File: config.mk
export PLATFORM = sky130hd
export DESIGN_NAME = rs_sched
export DESIGN_NICKNAME = d
export VERILOG_FILES = /design/src/rtl/rs_sched.sv
export SDC_FILE = /design/constraint.sdc
export NUM_CORES = 1
export LEC_CHECK = 0
export BUFFER_PORTS_ARGS = -buffer_cell sky130_fd_sc_hd__buf_4
export CAP_MARGIN = 30
export CORE_MARGIN = 1.5
export CORE_UTILIZATION = 30
export DETAILED_ROUTE_END_ITERATION = 8
export SLEW_MARGIN = 10
export SYNTH_ARGS = -nofsm -noshare
export SYNTH_HDL_FRONTEND = slang
export SYNTH_SLANG_ARGS = --single-unit
File: constraint.sdc
create_clock -name clk -period 10.4 [get_ports clk]
set_input_delay 0.52 -clock clk [delete_from_list [all_inputs] [get_ports clk]]
set_output_delay 0.52 -clock clk [all_outputs]
set_load 0.01 [all_outputs]
File: src/rtl/rs_sched.sv
// rs_sched - reservation-station entry allocation and dispatch scheduler.
//
// Owns the RS busy bitmap. On issue it hands the decoder the lowest free entry.
// Each cycle it round-robin selects one busy, operand-ready entry into a
// registered dispatch slot toward EX, using valid/ready backpressure.
// A flush (branch mispredict) clears every entry and the dispatch slot.
//
// Ports
//   clk        in   1        rising-edge clock
//   rst        in   1        asynchronous reset, active-low
//   rdy        in   1        global enable; low freezes all state
//   alloc_req  in   1        decoder writes an instruction into alloc_idx
//   alloc_ok   out  1        a free entry exists, rdy=1 and no flush
//   alloc_idx  out  IDX_W    lowest-numbered free entry (0 when full)
//   ready_vec  in   RS_SIZE  per-entry "both operands valid"
//   ex_ready   in   1        EX accepts disp_idx this cycle
//   disp_valid out  1        registered: the slot holds a dispatched entry
//   disp_idx   out  IDX_W    registered: entry index presented to EX
//   flush      in   1        synchronous clear of all entries and the slot
//   busy_vec   out  RS_SIZE  registered busy bitmap
//   count      out  IDX_W+1  registered number of busy entries
//   full       out  1        count == RS_SIZE
module rs_sched #(
    parameter int RS_SIZE = 16,
    parameter int IDX_W   = 4
) (
    input  logic               clk,
    input  logic               rst,
    input  logic               rdy,
    input  logic               alloc_req,
    output logic               alloc_ok,
    output logic [IDX_W-1:0]   alloc_idx,
    input  logic [RS_SIZE-1:0] ready_vec,
    input  logic               ex_ready,
    output logic               disp_valid,
    output logic [IDX_W-1:0]   disp_idx,
    input  logic               flush,
    output logic [RS_SIZE-1:0] busy_vec,
    output logic [IDX_W:0]     count,
    output logic               full
);

    localparam logic [IDX_W:0]     FULL_CNT = (IDX_W+1)'(RS_SIZE);
    localparam logic [RS_SIZE-1:0] ONE_HOT0 = {{(RS_SIZE-1){1'b0}}, 1'b1};

    // Index of the lowest set bit; 0 when no bit is set.
    function automatic logic [IDX_W-1:0] lowest_set(input logic [RS_SIZE-1:0] vec);
        logic [IDX_W-1:0] idx_v;
        idx_v = {IDX_W{1'b0}};
        for (int i = RS_SIZE - 1; i >= 0; i--) begin
            idx_v = vec[i] ? IDX_W'(i) : idx_v;
        end
        return idx_v;
    endfunction

    logic [RS_SIZE-1:0] busy_r;
    logic [IDX_W:0]     count_r;
    logic               disp_valid_r;
    logic [IDX_W-1:0]   disp_idx_r;
    logic [IDX_W-1:0]   rr_ptr_r;

    logic [RS_SIZE-1:0] free_s;
    logic               any_free_s;
    logic               alloc_ok_s;
    logic [IDX_W-1:0]   alloc_idx_s;
    logic               alloc_fire_s;
    logic [RS_SIZE-1:0] alloc_mask_s;
    logic [RS_SIZE-1:0] cand_s;
    logic               win_found_s;
    logic [IDX_W-1:0]   win_idx_s;
    logic               load_s;
    logic               disp_fire_s;
    logic [RS_SIZE-1:0] disp_mask_s;
    logic [RS_SIZE-1:0] busy_nxt_s;
    logic [IDX_W:0]     count_nxt_s;

    // Free-entry lookup and the allocation handshake toward the decoder.
    always_comb begin
        free_s       = ~busy_r;
        any_free_s   = |free_s;
        alloc_idx_s  = lowest_set(free_s);
        alloc_ok_s   = any_free_s & rdy & ~flush;
        alloc_fire_s = alloc_req & alloc_ok_s;
        if (alloc_fire_s) begin
            alloc_mask_s = ONE_HOT0 << alloc_idx_s;
        end else begin
            alloc_mask_s = {RS_SIZE{1'b0}};
        end
    end

    // Round-robin winner: first busy and ready entry at or after rr_ptr, with wrap.
    always_comb begin
        logic [IDX_W-1:0] scan_idx_v;
        scan_idx_v  = {IDX_W{1'b0}};
        cand_s      = busy_r & ready_vec;
        win_found_s = 1'b0;
        win_idx_s   = {IDX_W{1'b0}};
        for (int i = 0; i < RS_SIZE; i++) begin
            // IDX_W-bit addition wraps modulo RS_SIZE (power of two).
            scan_idx_v  = rr_ptr_r + IDX_W'(i);
            win_idx_s   = (!win_found_s && cand_s[scan_idx_v]) ? scan_idx_v : win_idx_s;
            win_found_s = win_found_s | cand_s[scan_idx_v];
        end
    end

    // Slot reload decision and next busy bitmap / occupancy.
    always_comb begin
        // The slot may take a new entry when empty or when EX drains it this cycle.
        load_s      = ~disp_valid_r | ex_ready;
        disp_fire_s = load_s & win_found_s;
        if (disp_fire_s) begin
            disp_mask_s = ONE_HOT0 << win_idx_s;
        end else begin
            disp_mask_s = {RS_SIZE{1'b0}};
        end
        // Alloc targets a free entry and dispatch a busy one, so the masks never overlap.
        busy_nxt_s  = (busy_r | alloc_mask_s) & ~disp_mask_s;
        count_nxt_s = count_r + (IDX_W+1)'(alloc_fire_s) - (IDX_W+1)'(disp_fire_s);
    end

    // State registers: busy bitmap, occupancy, dispatch slot and round-robin pointer.
    always_ff @(posedge clk or negedge rst) begin
        if (!rst) begin
            busy_r       <= {RS_SIZE{1'b0}};
            count_r      <= {(IDX_W+1){1'b0}};
            disp_valid_r <= 1'b0;
            disp_idx_r   <= {IDX_W{1'b0}};
            rr_ptr_r     <= {IDX_W{1'b0}};
        end else if (rdy) begin
            if (flush) begin
                busy_r       <= {RS_SIZE{1'b0}};
                count_r      <= {(IDX_W+1){1'b0}};
                disp_valid_r <= 1'b0;
                disp_idx_r   <= disp_idx_r;
                rr_ptr_r     <= {IDX_W{1'b0}};
            end else begin
                busy_r  <= busy_nxt_s;
                count_r <= count_nxt_s;
                if (load_s) begin
                    disp_valid_r <= win_found_s;
                    if (win_found_s) begin
                        disp_idx_r <= win_idx_s;
                        rr_ptr_r   <= win_idx_s + {{(IDX_W-1){1'b0}}, 1'b1};
                    end else begin
                        disp_idx_r <= disp_idx_r;
                        rr_ptr_r   <= rr_ptr_r;
                    end
                end else begin
                    // EX is stalling: the slot and the pointer hold.
                    disp_valid_r <= disp_valid_r;
                    disp_idx_r   <= disp_idx_r;
                    rr_ptr_r     <= rr_ptr_r;
                end
            end
        end else begin
            busy_r       <= busy_r;
            count_r      <= count_r;
            disp_valid_r <= disp_valid_r;
            disp_idx_r   <= disp_idx_r;
            rr_ptr_r     <= rr_ptr_r;
        end
    end

    assign alloc_ok   = alloc_ok_s;
    assign alloc_idx  = alloc_idx_s;
    assign disp_valid = disp_valid_r;
    assign disp_idx   = disp_idx_r;
    assign busy_vec   = busy_r;
    assign count      = count_r;
    assign full       = (count_r == FULL_CNT);

endmodule

==> qor.log, run 1 <==
[run_status] run status completed
[routing] via count 4766
[clock_tree] post-CTS setup repair buffer count 0
[worst_setup_path] instance count on the critical path 23
[clock_tree] clock transition time at the flip-flop clock pins of the worst setup and hold paths 50 ps
[worst_setup_path] CP dominant cell by count sky130_fd_sc_hd__inv_1
[worst_setup_path] slack of the worst reg-to-reg path 4380 ps
[floorplanning] Starting Density 30.6%
[routing] average detailed-routed wire length per instance 20.9 microns
[worst_setup_path] Max stage delay on crit path 670 ps
[worst_setup_path] Worst Path Class, Setup flip-flop to flip-flop
[clock_tree] number of H-tree branching levels 2
[routing] DRC errors left 0
[power_and_ir_drop] Static Leak 1.97 nW
[power_and_ir_drop] Sw Ratio 57.5%
[yosys] count of state elements after synthesis 30
[worst_setup_path] FF-to-FF Start rr_ptr_r[0]$_DFFE_PN0P_
[sta] number of endpoints with negative hold slack in the final report 0
[floorplanning] site row count 44
[power_and_ir_drop] total power per unit cell area 384 mW/mm^2
[global_route] wire length of the first global-routing pass 25300 microns
[yosys] commonest register cell after synthesis sky130_fd_sc_hd__dfrtp_1
[final_layout] post-layout net count 616
[final_layout] area growth from synthesis to final layout 14.3%
[global_route] GR Overflow Total 0
[place] placer's final routability congestion estimate 0.961
[clock_tree] root buffer cell sky130_fd_sc_hd__clkbuf_16
[worst_setup_path] slowest cell on the critical path sky130_fd_sc_hd__ha_1
[global_route] global routing usage summed across all routing layers 20.2%
[sta] maximum operating frequency 0.166 GHz
[worst_setup_path] number of buffers and inverters on the critical path 5
[floorplanning] core region area 0.0145 sq mm
[clock_tree] clock insertion delay at the later pin of the skew report 280 ps
[worst_setup_path] CP endpoint kind flip-flop
[yosys] post-synthesis sequential area ratio 16.9%
[yosys] syn nets 582
[sta] worst-margin pin slew 790 ps
[final_layout] area taken by flip-flops and latches 751 sq um
[global_route] antenna violations before repair 0
[sta] Pins Over Slew Limit 0
[final_layout] end-of-flow core utilization 35.0%
[final_layout] Cell Count, Final, Fillers Out 759
[worst_setup_path] worst setup path end count[4]$_DFFE_PN0P_
[sta] period utilization 57.8%
[yosys] mean area per synthesized cell 8.21 sq um
[power_and_ir_drop] internal power 0.827 mW
[power_and_ir_drop] share of power burned in registers 9.8%
[sta] worst hold-check slack 160 ps
[power_and_ir_drop] power share of the clock group 7.5%
[worst_setup_path] largest driver fanout on the critical path 55
[final_layout] area of the multi-input gates 0.00343 sq mm
[routing] Detailed Route Iter0 Violations 391
[power_and_ir_drop] VDD IR-drop max 0.000178 V
[final_layout] Filler Cell Count 1511
[global_route] vias in the first global route 4514
[worst_setup_path] number of cells traversed by the worst register-to-register path 23
[floorplanning] DIE HEIGHT 125 microns
[place] DP Wirelength 12200 microns
[yosys] share of async-settable or async-resettable flops after synthesis 100%
[min_path] worst hold path class input port to async pin
[clock_tree] CTS tree done
[power_and_ir_drop] net switching power 1.12 mW
[clock_tree] clk buf depth 2
[routing] Pre-antenna DRT Iters 5
[place] number of placed instances with taps included 751
[yosys] count of yosys warnings during synthesis 0
[global_route] largest net degree at the start of global routing 56
[sta] min Tclk post-route 6020 ps
[clock_tree] TritonCTS buffer count 5
[worst_setup_path] Crit path required time 10550 ps
[run] max capacitance violation total 0
[sta] final worst clock skew 5.52 ps
[floorplanning] I/O pins 54
[sta] unrepaired setup endpoints after global routing no
[clock_tree] number of gates given a new drive strength after cts 0
[power_and_ir_drop] Final Total Pwr 1.95 mW
[sta] summed negative setup slack over all endpoints 0 ps
[yosys] count of flip-flops with a built-in enable after synthesis 0
[worst_setup_path] capture point of the worst reg-to-reg path count[4]$_DFFE_PN0P_
[worst_setup_path] top cell family by delay on the critical path simple AND/OR/NAND/NOR gates
[routing] DRT Wirelength 15900 microns
[yosys] cell area after synthesis 0.00443 sq mm
[sta] # setup viols final 0
[clock_tree] sink count of the clock tree 30
[yosys] gate count of the mapped netlist 540
[final_layout] antenna diode count 0
[worst_setup_path] startpoint of the worst setup timing path rr_ptr_r[0]$_DFFE_PN0P_
[sta] headroom to the max-slew limit 47.3%
[clock_tree] hold_buf cts 0
[routing] post-DR vias/cell 6.28
[floorplanning] Die Area 0.0155 sq mm
[floorplanning] width of the die 125 microns
[worst_setup_path] chain of cells forming the critical path buf_4 -> inv_1 -> ha_1 -> inv_1 -> or4_1 -> a41oi_1 -> a21oi_1 -> nor4_2 -> and3_1 -> a31oi_4 -> ha_1 -> inv_1 -> ha_1 -> inv_1 -> fa_1 -> nor2b_1 -> nor2_1 -> nor2_1 -> nor2_1 -> xnor2_1 -> nor3b_1 -> a21oi_1 -> o22ai_1
[final_layout] proportion of layout cells with a drive suffix above 1 20.2%
[place] Buffers on Ports 53
[yosys] post-synth cell types 90
[power_and_ir_drop] relative contribution of combinational cells to total power 82.7%
[routing] ANT nets after route 0
[worst_setup_path] arrival time at the worst endpoint 6170 ps
[worst_setup_path] startpoint class of the critical path flip-flop
## how the worst min path moves through the flow
stage / to / slack [ps] / depth (start not counted)
6_report: count[2]$_DFFE_PN0P_ / 160 / 1
3_5_place_dp: count[2]$_DFFE_PN0P_ / 480 / 1
3_3_place_gp: count[2]$_DFFE_PN0P_ / 470 / 1
2_1_floorplan: busy_vec[0]$_DFFE_PN0P_ / 220 / 0
4_1_cts: count[2]$_DFFE_PN0P_ / 180 / 1
5_1_grt: count[3]$_DFFE_PN0P_ / 200 / 1
## cells by family after synthesis
family	count (synthesis)	share of synthesized area, %
adders and majority gates	20	5.81
xor gates and xnor gates	15	3.30
DFF	30	16.9
AOI/OAI and AO/OA	155	26.5
and+or+nand+nor	233	29.7
buffers and inverters	53	5.67
muxes	34	12.2
## metrics by stage
stage / area, sq um / setup slack, ps
4_1_cts: 5070 / 4450
3_5_place_dp: 4920 / 4450
5_1_grt: 5070 / 3810
2_1_floorplan: 4430 / 5320
6_report: 5070 / 4380
3_3_place_gp: 4920 / 4630
## metal layers
| layer | part of all wire [%] | up-vias | global-route usage (%) |
|---|---|---|---|
| met5 | 0 | - | 0 |
| met4 | 2.2 | 0 | 6.09 |
| met1 | 43 | 2291 | 28.1 |
| met3 | 9.0 | 32 | 3.44 |
| met2 | 46 | 273 | 32.0 |
| li1 | - | 2170 | - |
## power groups by stage
stage	logic, mW	registers, mW	clock network, mW
2_1_floorplan	1.21	0.177	0
3_3_place_gp	1.58	0.190	0
3_5_place_dp	1.58	0.190	0
4_1_cts	1.58	0.189	0.147
5_1_grt	1.77	0.193	0.152
6_report	1.61	0.190	0.147
## synth_stat cells (6+ instances only)
library cell / count / area (sq um)
sky130_fd_sc_hd__a21oi_1: 22 / 110
sky130_fd_sc_hd__mux2i_1: 9 / 90.1
sky130_fd_sc_hd__nand3_1: 10 / 50.1
sky130_fd_sc_hd__mux2_2: 8 / 90.1
sky130_fd_sc_hd__dfrtp_1: 30 / 751
sky130_fd_sc_hd__xnor2_1: 7 / 61.3
sky130_fd_sc_hd__mux4_2: 14 / 315
sky130_fd_sc_hd__nor3_1: 13 / 65.1
sky130_fd_sc_hd__and4_1: 7 / 61.3
sky130_fd_sc_hd__and3b_1: 6 / 52.6
sky130_fd_sc_hd__or4_1: 13 / 97.6
sky130_fd_sc_hd__nand2_1: 69 / 259
sky130_fd_sc_hd__xor2_1: 6 / 52.6
sky130_fd_sc_hd__o21ai_0: 26 / 130
sky130_fd_sc_hd__clkbuf_1: 13 / 48.8
sky130_fd_sc_hd__nor4_1: 7 / 43.8
sky130_fd_sc_hd__nand4b_1: 8 / 70.1
sky130_fd_sc_hd__o32ai_1: 8 / 70.1
sky130_fd_sc_hd__ha_1: 19 / 238
sky130_fd_sc_hd__inv_1: 23 / 86.3
sky130_fd_sc_hd__nor2_1: 37 / 139
sky130_fd_sc_hd__o22ai_1: 13 / 81.3
sky130_fd_sc_hd__and3_1: 7 / 43.8
sky130_fd_sc_hd__a31oi_1: 11 / 68.8
sky130_fd_sc_hd__nand4_1: 17 / 106
sky130_fd_sc_hd__buf_2: 8 / 40.0
## state kept, by name, indices dropped and copies added, names as in the netlist
name	flops
disp_valid	1
count	5
rr_ptr_r	4
busy_vec	16
disp_idx	4
## cells in the final DEF (no fill, tap or decap), drive strengths merged, types with 9 or more instances in the layout
| master | n |
|---|---|
| dfrtp | 30 |
| nand3 | 10 |
| nand2 | 69 |
| nor2 | 37 |
| o22ai | 13 |
| nor4 | 9 |
| mux4 | 14 |
| buf | 55 |
| ha | 19 |
| or4 | 13 |
| a31oi | 13 |
| o21ai | 28 |
| or2 | 10 |
| inv | 25 |
| nand4 | 17 |
| nor3 | 15 |
| mux2 | 10 |
| a21oi | 22 |
| mux2i | 10 |
## area by class of cell
type,instances,area share (%)
multi-input cells,457,67.7
clock inverters,1,0.0988
repair buffers,55,8.15
well taps,184,4.54
flip-flops and latches,30,14.8
clock buffers,7,2.81
inverters,25,1.85
Note: power is estimated with default switching activity, not from simulation.
==> run 2, diff against run 1 <==
==> constraint.sdc (replaced) <==
create_clock -name clk -period 5.2 [get_ports clk]
set_input_delay 0.26 -clock clk [delete_from_list [all_inputs] [get_ports clk]]
set_output_delay 0.26 -clock clk [all_outputs]
set_load 0.01 [all_outputs]
==> qor.log, run 2 (synthesis results as in run 1) <==
[power_and_ir_drop] relative contribution of combinational cells to total power 84.9%
[global_route] antenna violations before repair 0
[routing] met2 WL post-DR 7830 microns
[floorplanning] site row count 44
[floorplanning] width of the die 125 microns
[sta] period utilization 94.9%
[clock_tree] clock insertion delay at the later pin of the skew report 270 ps
[clock_tree] clk buf depth 2
[clock_tree] root buffer cell sky130_fd_sc_hd__clkbuf_16
[worst_setup_path] startpoint class of the critical path flip-flop
[place] Buffers on Ports 53
[final_layout] post-layout net count 645
[worst_setup_path] number of cells traversed by the worst register-to-register path 22
[sta] maximum operating frequency 0.203 GHz
[final_layout] most common cell after layout, fill and taps aside sky130_fd_sc_hd__buf_4
[floorplanning] Starting Density 30.6%
[floorplanning] DIE HEIGHT 125 microns
[final_layout] number of flip-flops under the largest register name 16
[final_layout] area growth from synthesis to final layout 20.6%
[worst_setup_path] worst setup path end count[4]$_DFFE_PN0P_
[floorplanning] core region area 0.0145 sq mm
[worst_setup_path] Worst Path Class, Setup flip-flop to flip-flop
[power_and_ir_drop] Static Leak 2.11 nW
[place] worst setup slack after placement 314 ps
[clock_tree] clock transition time at the flip-flop clock pins of the worst setup and hold paths 50 ps
[clock_tree] sink count of the clock tree 30
[global_route] global routing usage summed across all routing layers 20.1%
[routing] ANT nets after route 0
[sta] min Tclk post-route 4930 ps
[worst_setup_path] largest driver fanout on the critical path 18
[worst_setup_path] startpoint of the worst setup timing path rr_ptr_r[1]$_DFFE_PN0P_
[global_route] largest net degree at the start of global routing 31
[run] max capacitance violation total 0
[worst_setup_path] arrival time at the worst endpoint 5130 ps
[worst_setup_path] capture point of the worst reg-to-reg path count[4]$_DFFE_PN0P_
[sta] # setup viols final 0
[power_and_ir_drop] total power per unit cell area 791 mW/mm^2
[min_path] worst hold path class input port to flip-flop
[sta] Pins Over Slew Limit 0
[power_and_ir_drop] Sw Ratio 56.0%
[sta] headroom to the max-slew limit 43.6%
[final_layout] most frequent cells in the layout sky130_fd_sc_hd__buf_4, sky130_fd_sc_hd__nand2_1, sky130_fd_sc_hd__nor2_1, sky130_fd_sc_hd__dfrtp_1, sky130_fd_sc_hd__o21ai_0
[global_route] wire length of the first global-routing pass 25200 microns
[power_and_ir_drop] power share of the clock group 6.6%
[routing] Detailed Route Iter0 Violations 377
[sta] summed negative setup slack over all endpoints 0 ps
[place] placer's final routability congestion estimate 1.06
[power_and_ir_drop] VDD IR-drop max 0.000377 V
[routing] average detailed-routed wire length per instance 20.9 microns
[final_layout] proportion of layout cells with a drive suffix above 1 24.9%
[sta] worst-margin pin slew 843 ps
[final_layout] antenna diode count 0
[sta] final worst clock skew 7.97 ps
[clock_tree] number of H-tree branching levels 2
[floorplanning] I/O pins 54
[routing] Pre-antenna DRT Iters 4
[sta] Worst Slack Setup Final 265 ps
[routing] Routed met1 length 7130 microns
[run_status] run status completed
[clock_tree] TritonCTS buffer count 5
[clock_tree] CTS tree done
[global_route] GR Overflow Total 0
[power_and_ir_drop] internal power 1.86 mW
[worst_setup_path] FF-to-FF Start rr_ptr_r[1]$_DFFE_PN0P_
[worst_setup_path] slack of the worst reg-to-reg path 270 ps
[power_and_ir_drop] share of power burned in registers 8.5%
[routing] DRC errors left 0
[routing] metal3 WL 1080 microns
[worst_setup_path] CP endpoint kind flip-flop
[power_and_ir_drop] net switching power 2.37 mW
[place] DP Wirelength 12900 microns
[routing] DRT Wirelength 16400 microns
[sta] unrepaired setup endpoints after global routing no
[routing] highest routed layer met4
[global_route] vias in the first global route 4607
[routing] post-DR vias/cell 6.26
[sta] worst hold-check slack 254 ps
[routing] via count 4924
[floorplanning] Die Area 0.0155 sq mm
[sta] number of endpoints with negative hold slack in the final report 0
[min_path] cell count of the worst hold path 2
[worst_setup_path] Crit path required time 5390 ps
run 2: cell types whose count changed in the layout (fill, tap and decap cells not counted), moves of 2 or more:
cell,change
sky130_fd_sc_hd__a41oi_1,-2
sky130_fd_sc_hd__a41oi_2,+2
sky130_fd_sc_hd__buf_4,+27
sky130_fd_sc_hd__clkinvlp_4,+2
sky130_fd_sc_hd__nor4_1,-2
sky130_fd_sc_hd__nor4_4,+3
run 2: through the flow:
stage / utilization (%) / cell area, sq um / power (mW) / instances
finish: 36.9 / 5350 / 4.23 / 786
global route: 36.9 / 5350 / 4.50 / 786
CTS: 36.3 / 5250 / 4.06 / 782
detailed placement: 35.2 / 5100 / 3.76 / 775
global placement: 35.2 / 5100 / 3.75 / 775
floorplan: - / 4430 / 2.78 / 540
run 2: worst min path at each step:
stage / startpoint / endpoint
6_report: flush / busy_vec[0]$_DFFE_PN0P_
5_1_grt: flush / busy_vec[0]$_DFFE_PN0P_
4_1_cts: flush / busy_vec[0]$_DFFE_PN0P_
3_5_place_dp: rst / count[3]$_DFFE_PN0P_
3_3_place_gp: rst / count[3]$_DFFE_PN0P_
2_1_floorplan: rst / busy_vec[0]$_DFFE_PN0P_
run 2: cell type report:
cell class	instances	area, sq um
Fill cell	1492	9130
Multi-Input combinational cell	457	3500
Sequential cell	30	751
Timing Repair Buffer	83	626
Tap cell	184	230
Clock buffer	6	139
Inverter	25	97.6
Timing Repair inverter	1	7.51
run 2: worst max-delay path: stages, from the launching register on:
cell and delay (ps):
sky130_fd_sc_hd__dfrtp_1 410, sky130_fd_sc_hd__inv_1 240, sky130_fd_sc_hd__ha_2 390, sky130_fd_sc_hd__buf_4 220, sky130_fd_sc_hd__or4_1 600, sky130_fd_sc_hd__nand4_1 190, sky130_fd_sc_hd__mux2_2 240, sky130_fd_sc_hd__and4_1 270
sky130_fd_sc_hd__and3_1 280, sky130_fd_sc_hd__a31oi_4 180, sky130_fd_sc_hd__ha_1 320, sky130_fd_sc_hd__inv_1 60, sky130_fd_sc_hd__ha_1 160, sky130_fd_sc_hd__inv_1 60, sky130_fd_sc_hd__fa_1 370, sky130_fd_sc_hd__nor2b_1 170
sky130_fd_sc_hd__nor2_1 60, sky130_fd_sc_hd__nor2_1 80, sky130_fd_sc_hd__nor2_1 50, sky130_fd_sc_hd__xnor2_1 130, sky130_fd_sc_hd__nor3b_1 180, sky130_fd_sc_hd__a21oi_1 60, sky130_fd_sc_hd__o22ai_1 130
run 2: what timing repair did:
item,4_1_cts,5_1_grt
gates resized for setup,0,11
setup endpoints to repair,0,1
setup buffers,0,3
hold endpoints to repair,30,0
hold buffers,1,0
run 2: routing by layer:
layer | GRT usage, % | vias up
li1 | - | 2236
met1 | 27.6 | 2412
met2 | 33.5 | 239
met3 | 1.85 | 37
met4 | 6.22 | 0
met5 | 0 | -
run 2: power groups by stage:
stage | clock (mW) | sequential [mW] | combinational, mW
floorplan | 0 | 0.353 | 2.42
global placement | 0 | 0.359 | 3.39
detailed placement | 0 | 0.363 | 3.40
CTS | 0.283 | 0.360 | 3.42
global route | 0.291 | 0.370 | 3.84
finish | 0.280 | 0.360 | 3.59
